### config.mk
export PLATFORM = sky130hd
export DESIGN_NAME = hazard_ctrl
export DESIGN_NICKNAME = d
export VERILOG_FILES = /design/src/rtl/hazard_ctrl.sv
export SDC_FILE = /design/constraint.sdc
export NUM_CORES = 1
export LEC_CHECK = 0
export ABC_AREA = 1
export BUFFER_PORTS_ARGS = -buffer_cell sky130_fd_sc_hd__buf_4
export CORE_AREA = 4 4 58 60
export CTS_CLUSTER_DIAMETER = 40
export CTS_CLUSTER_SIZE = 40
export DETAILED_ROUTE_END_ITERATION = 10
export DIE_AREA = 0 0 62 64
export HOLD_SLACK_MARGIN = 0.12
export PLACE_DENSITY = 0.83
export SKIP_CTS_REPAIR_TIMING = 1
export SYNTH_ARGS = -nofsm -noshare
export SYNTH_HDL_FRONTEND = slang
export SYNTH_SLANG_ARGS = --single-unit
### constraint.sdc
create_clock -name clk -period 6.5 [get_ports clk]
set_input_delay 1.625 -clock clk [delete_from_list [all_inputs] [get_ports clk]]
set_output_delay 1.625 -clock clk [all_outputs]
set_load 0.005 [all_outputs]
### src/rtl/hazard_ctrl.sv
// Pipeline hazard controller: stall/bubble/flush generation, forwarding selects
// and the multiply/divide busy counter for the five-stage datapath.
module hazard_ctrl #(
    parameter int unsigned MULT_CYC = 5,
    parameter int unsigned DIV_CYC  = 10
) (
    input  logic       clk,
    input  logic       rst,
    input  logic [4:0] ra1D,
    input  logic [4:0] ra2D,
    input  logic [1:0] tuse_rsD,
    input  logic [1:0] tuse_rtD,
    input  logic [4:0] ra1E,
    input  logic [4:0] ra2E,
    input  logic [4:0] ra2M,
    input  logic [4:0] waE,
    input  logic [4:0] waM,
    input  logic [4:0] waW,
    input  logic [2:0] resE,
    input  logic [2:0] resM,
    input  logic [2:0] resW,
    input  logic       md_useD,
    input  logic       md_startE,
    input  logic       md_divE,
    input  logic       exc_req,
    output logic       stallF,
    output logic       stallD,
    output logic       clrE,
    output logic       DEMWclr,
    output logic       md_busy,
    output logic [1:0] fwd_rsD,
    output logic [1:0] fwd_rtD,
    output logic [1:0] fwd_rsE,
    output logic [1:0] fwd_rtE,
    output logic       fwd_rtM
);

    localparam int unsigned REG_W = 5;
    localparam int unsigned RES_W = 3;
    localparam int unsigned CNT_W = 4;

    localparam logic [RES_W-1:0] RES_ALU = 3'd1;
    localparam logic [RES_W-1:0] RES_DM  = 3'd2;
    localparam logic [RES_W-1:0] RES_PC  = 3'd3;
    localparam logic [RES_W-1:0] RES_MD  = 3'd4;

    logic [CNT_W-1:0] md_cnt;
    logic             data_stall;
    logic             md_stall;

    function automatic logic produces(input logic [RES_W-1:0] res);
        return (res == RES_ALU) || (res == RES_DM) || (res == RES_PC) || (res == RES_MD);
    endfunction

    function automatic logic [1:0] tnew_e(input logic [RES_W-1:0] res);
        case (res)
            RES_ALU: return 2'd1;
            RES_DM:  return 2'd2;
            RES_MD:  return 2'd1;
            default: return 2'd0;
        endcase
    endfunction

    function automatic logic [1:0] tnew_m(input logic [RES_W-1:0] res);
        return (res == RES_DM) ? 2'd1 : 2'd0;
    endfunction

    // Source register matches a live producer tag (register $0 never matches)
    function automatic logic hit(input logic [REG_W-1:0] src, input logic [REG_W-1:0] wa,
                                 input logic [RES_W-1:0] res);
        return (src != '0) && (src == wa) && produces(res);
    endfunction

    function automatic logic src_stall(input logic [REG_W-1:0] src, input logic [1:0] tuse,
                                       input logic [REG_W-1:0] wa_e, input logic [RES_W-1:0] res_e,
                                       input logic [REG_W-1:0] wa_m, input logic [RES_W-1:0] res_m);
        return (hit(src, wa_e, res_e) && (tnew_e(res_e) > tuse)) ||
               (hit(src, wa_m, res_m) && (tnew_m(res_m) > tuse));
    endfunction

    function automatic logic [1:0] sel_d(input logic [REG_W-1:0] src,
                                         input logic [REG_W-1:0] wa_e, input logic [RES_W-1:0] res_e,
                                         input logic [REG_W-1:0] wa_m, input logic [RES_W-1:0] res_m);
        if (hit(src, wa_e, res_e) && (res_e == RES_PC))           return 2'd1;
        else if (hit(src, wa_m, res_m) && (tnew_m(res_m) == 2'd0)) return 2'd2;
        else                                                       return 2'd0;
    endfunction

    function automatic logic [1:0] sel_e(input logic [REG_W-1:0] src,
                                         input logic [REG_W-1:0] wa_m, input logic [RES_W-1:0] res_m,
                                         input logic [REG_W-1:0] wa_w, input logic [RES_W-1:0] res_w);
        if (hit(src, wa_m, res_m) && (tnew_m(res_m) == 2'd0)) return 2'd1;
        else if (hit(src, wa_w, res_w))                       return 2'd2;
        else                                                  return 2'd0;
    endfunction

    // MD busy counter; a start reloads even while busy and survives flushes
    always_ff @(posedge clk) begin
        if (!rst) begin
            md_cnt <= '0;
        end else if (md_startE) begin
            md_cnt <= md_divE ? CNT_W'(DIV_CYC) : CNT_W'(MULT_CYC);
        end else if (md_cnt != '0) begin
            md_cnt <= md_cnt - CNT_W'(1);
        end
    end

    assign md_busy = (md_cnt != '0);

    // Flush wins over stall; reset silences every control output
    always_comb begin
        stallF  = 1'b0;
        stallD  = 1'b0;
        clrE    = 1'b0;
        DEMWclr = 1'b0;
        fwd_rsD = 2'd0;
        fwd_rtD = 2'd0;
        fwd_rsE = 2'd0;
        fwd_rtE = 2'd0;
        fwd_rtM = 1'b0;

        data_stall = src_stall(ra1D, tuse_rsD, waE, resE, waM, resM) ||
                     src_stall(ra2D, tuse_rtD, waE, resE, waM, resM);
        md_stall   = md_useD && (md_startE || md_busy);

        if (rst) begin
            DEMWclr = exc_req;
            if (!exc_req && (data_stall || md_stall)) begin
                stallF = 1'b1;
                stallD = 1'b1;
                clrE   = 1'b1;
            end
            fwd_rsD = sel_d(ra1D, waE, resE, waM, resM);
            fwd_rtD = sel_d(ra2D, waE, resE, waM, resM);
            fwd_rsE = sel_e(ra1E, waM, resM, waW, resW);
            fwd_rtE = sel_e(ra2E, waM, resM, waW, resW);
            fwd_rtM = hit(ra2M, waW, resW);
        end
    end

endmodule

Word level (Yosys, flattened, before mapping)
Index checks and enable logic that the tools add are counted.
Widths: inputs -> output; s select.
{ "classes": {"n_addsub": 1, "magnitude_cmp": 4, "eq_ne": 21, "n_mux": 21, "n_reduce_logical": 54} }
{ "op_table": {"columns": ["op", "count"], "rows": [
  ["$eq 5x5->1", 9],
  ["$logic_and 1x1->1", 30],
  ["$reduce_bool 5->1", 5],
  ["$mux 2", 12],
  ["$eq 3x2->1 const B", 6],
  ["$logic_or 1x1->1", 14],
  ["$mux 4", 3],
  ["$eq 3x1->1 const B", 3],
  ["$eq 3x3->1 const B", 3],
  ["$gt 2x2->1", 4],
  ["$mux 1", 5],
  ["$pmux 2 s2", 1],
  ["$reduce_bool 4->1", 1],
  ["$sub 4x1->4 const B", 1],
  ["$logic_not 2->1", 1],
  ["$reduce_bool 2->1", 1],
  ["$reduce_or 2->1", 1],
  ["$logic_not 1->1", 1]
]} }
{ "totals": {"reg_bits": 4, "in_bits": 59, "out_inout_bits": 14, "elab_cells": 102} }

Logic depth before layout (Yosys ltp)
{ "logic_depth": {"ltp_word": 12, "mapped_depth": 13, "depth_no_buf": 12} }

Worst setup path after synthesis
OpenSTA, ideal clock, no wires.
{ "synth_timing": {"path_kind": "input -> output", "start": "input port resE[1]", "end": "output port stallD", "arrival_ns": 2.878, "required_time_ns": 4.875, "path_slack_ns": 1.997, "path_stages": 13, "path_buffers": 1, "path_cell_list": "nor2_1 nand2_1 o21ai_0 inv_1 ha_1 nand2_1 o21ai_0 nor2_1 nand2_1 nand3_1 nor2_1 nor2_1 buf_4"} }
{ "synth_via": {"elab_chain_cells": 12, "elab_cells_between_ends": 22, "classes_between": "order compare: 2; eq/ne: 4; mux: 3; reduce/logical: 13"} }
{ "synth_rtl": {"columns": ["element", "line_no", "rtl"], "rows": [
  ["start, declared", "19", "input logic [2:0] resE,"],
  ["branches (longest 7 deep; another with $gt 2x2->1)", null, null],
  ["$logic_or 1x1->1 *", "122", "data_stall = src_stall(ra1D, tuse_rsD, waE, resE, waM, resM) ||"],
  ["$logic_or 1x1->1 *", "128", "if (!exc_req && (data_stall || md_stall)) begin"],
  ["$logic_and 1x1->1 *", "128", null],
  ["$mux 1 * (2 in a row)", null, null],
  ["end, declared", "27", "output logic stallD,"]
]} }
Mark *: on every way between the ends.

Final worst setup path
{ "layout_timing": {"start": "input port resM[0]", "end": "output port stallD"} }
{ "layout_via": {"elab_chain_cells": 12, "elab_cells_between_ends": 21, "classes_between": "order compare: 2; eq/ne: 4; mux: 3; reduce/logical: 12"} }
{ "layout_rtl": {"columns": ["element", "line_no", "rtl"], "rows": [
  ["start, declared", "20", "input logic [2:0] resM,"],
  ["branches (longest 7 deep; another with $gt 2x2->1)", null, null],
  ["$logic_or 1x1->1 *", "122", null],
  ["$logic_or 1x1->1 *", "128", null],
  ["$logic_and 1x1->1 *", "128", null],
  ["$mux 1 *", "128", null],
  ["$mux 1 *", "126", "if (rst) begin"]
]} }
Marked as above.

==> metrics <==
max_cap viols=0; crit end category=output pin; top-area cell type share of the netlist area=14.9%; antenna violations before repair=0; dpl cells=339; Layout Nets=378; vias per cell=5.01; Final Hold Viols=0; hpwl dp=3480 um; compound-cell area share of the yosys netlist=10.9%; reg2reg end=md_cnt[0]$_SDFFE_PN0N_; crit start category=input port; LEAKAGE=0.00101 uW; Worst slew margin=77.4%; first-pass GRT wire length=6380 um; Mapped Nets=306; CTS clk-pin slew, worst paths=0.03 ns; largest registers=md_cnt: 4 flops; synth unique cells=26; Syn Std Cell Area=1330 um^2; latest clock arrival within the worst-skew pair=0.23 ns; Simple-Gate Fraction of Synth Area=44.4%; Hold EP=md_cnt[1]$_SDFFE_PN0N_; Initial Utilization=45.6%; Area Overhead vs Synth=41.7%; Final Max Tran Viols=0; number of fillers in the final layout=305; XOR/XNOR Fraction of Synth Area=15.8%; layout cells sized above 1=28.5%; Detail Route Antenna Nets=0; CP max stage delay=0.35 ns; FF-to-FF Start=md_cnt[0]$_SDFFE_PN0N_; met2 GRT Util=34.8%; Critical-path top delay cell=ha_1; TNS Setup=0 ns; routed len/inst=11.4 um; critical path cell sequence=buf_4 -> nand3b_1 -> ha_1 -> nor3_1 -> nand3_1 -> nand3_1 -> nor2_1 -> nor2_1 -> buf_4; # setup viols final=0; worst-case clock buffer depth=2; Die X=62 um; H-tree depth=1; Worst Hold Launch=md_cnt[1]$_SDFFE_PN0N_; worst-path maximum fanout=6; Post-Route WL=3910 um; Syn Inst Count=239; dominant cells by area after synthesis=nand2_1 15%, xnor2_1 12%, inv_1 10%; Chip Height=64 um; GR Layer Usage met3=2.42%; largest reg by FF count=md_cnt; Setup CP Type=in2out; Peak supply drop=140 uV; CORE AREA=2930 um^2; CTS tree=done; drt first pass iters=4; CP Buf/Inv Count=2; Buffers on Ports=72; largest net degree at the start of global routing=9; status=completed; largest family of logic cells by synthesized area=simple AND/OR/NAND/NOR gates; Yosys top cell by area=nand2_1; f_max=211 MHz; flops & latches, synth=4; RSZ-0062 raised after global routing=false; IO Count=73; vias in the first global route=1584; reg2reg setup slack=5.26 ns; Die ar.=3970 um^2; 1st-iter DRT viols=73; Worst Tran Pin Value=0.336 ns; Clock Skew=0.00532 ns; Seq/Total Area, Yosys=6.00%; Antenna diodes=0; total CTS buffers=3; CP required=4.88 ns; Clock Sinks=4; final period utilization=72.9%; mux contribution to synthesized area=0%; worst hold path class=reg2reg; gr busiest metal=met2; syn avg cell area=5.58 um^2; # DRC=0; vias=1714; post-route minimum period=4.74 ns; Synthesis Warnings=0; top cell family by delay on the critical path=simple AND/OR/NAND/NOR gates; final cell count without fillers=342; Largest register FFs=4; Synth Area in Adders=7.50%; WHS Path Cells=2; GR Overflow Total=0; WP data arrival=3.11 ns; clk root buf=clkbuf_4; GR Util met1=25.7%; Total GRT Usage=19.6%; PD cells=94.7 nW/um^2; Cell Rows=20; placer congestion estimate=0.900; worst r2r path cells=7
kinds of logic (layout without fill, tap and decap cells):
logic type | Yosys count | after routing
compound gates | 26 | 26
xor+xnor | 24 | 24
fa+ha+maj | 8 | 8
buf+inv | 47 | 117
flops | 4 | 4
simple gates | 130 | 130
through the flow:
step	utilization [%]	power, uW	hold WS, ns	cell area (um^2)	worst slack [ns]
after floorplan	-	97.3	0.469	1330	2.00
after global placement	63.8	146	0.491	1870	1.83
after detailed placement	63.8	149	0.499	1870	1.76
after CTS	64.5	181	0.504	1890	1.76
after global routing	64.5	197	0.526	1890	1.57
final	64.5	179	0.505	1890	1.76
cells in the final DEF (no fill, tap or decap), drive strengths merged, types with 11 or more instances in the layout:
cell type / Yosys / layout
buf: 5 / 72
inv: 42 / 42
nand2: 53 / 53
nand3: 14 / 14
nor2: 31 / 31
nor3: 16 / 16
o21ai: 11 / 11
xnor2: 18 / 18
routing by layer:
layer | vias up | part of all wire, %
li1 | 908 | -
met4 | 0 | 0
met1 | 752 | 43
met3 | 0 | 7.1
met5 | - | 0
met2 | 54 | 50
cell usage after synthesis:
cell,count
nor2_1,30
nor4_1,2
buf_6,3
inv_1,36
nand3_1,13
nor2_2,1
a221oi_1,1
nor3_1,13
xor2_1,6
nor3_2,3
dfxtp_1,4
inv_2,6
xnor2_1,18
a21oi_1,8
nand4_1,8
o21ai_0,11
buf_4,2
or2_2,2
o22ai_1,4
ha_1,8
nand3_2,1
nand3b_1,3
o2111ai_1,1
a211oi_1,1
nand2_1,53
or2_1,1
worst max-delay path by stage:
stage / startpoint / end / depth (start not counted)
3_5_place_dp: resM[0] / stallD / 9
3_3_place_gp: resM[0] / stallF / 9
5_1_grt: resM[0] / clrE / 9
4_1_cts: resM[0] / stallD / 9
2_1_floorplan: resE[1] / stallD / 13
6_report: resM[0] / stallD / 9
where the power goes:
group / switching, uW / internal (uW)
combinational: 58.9 / 58.5
sequential: 2.64 / 28.5
clock: 9.81 / 20.6
total: 71.3 / 108
worst min-delay path, stage by stage, from the launching register on:
cell	delay, ns
dfxtp_1	0.30
inv_1	0.09
a21oi_1	0.07
final cells by class:
type	instances	area (um^2)	area share, %
clock buffers	3	22.5	1.19
repair buffers	72	541	28.6
flip-flops and latches	4	80.1	4.24
inverters	42	158	8.34
well taps	33	41.3	2.19
multi-input cells	188	1050	55.4
Power figures use the tool's default switching activity.
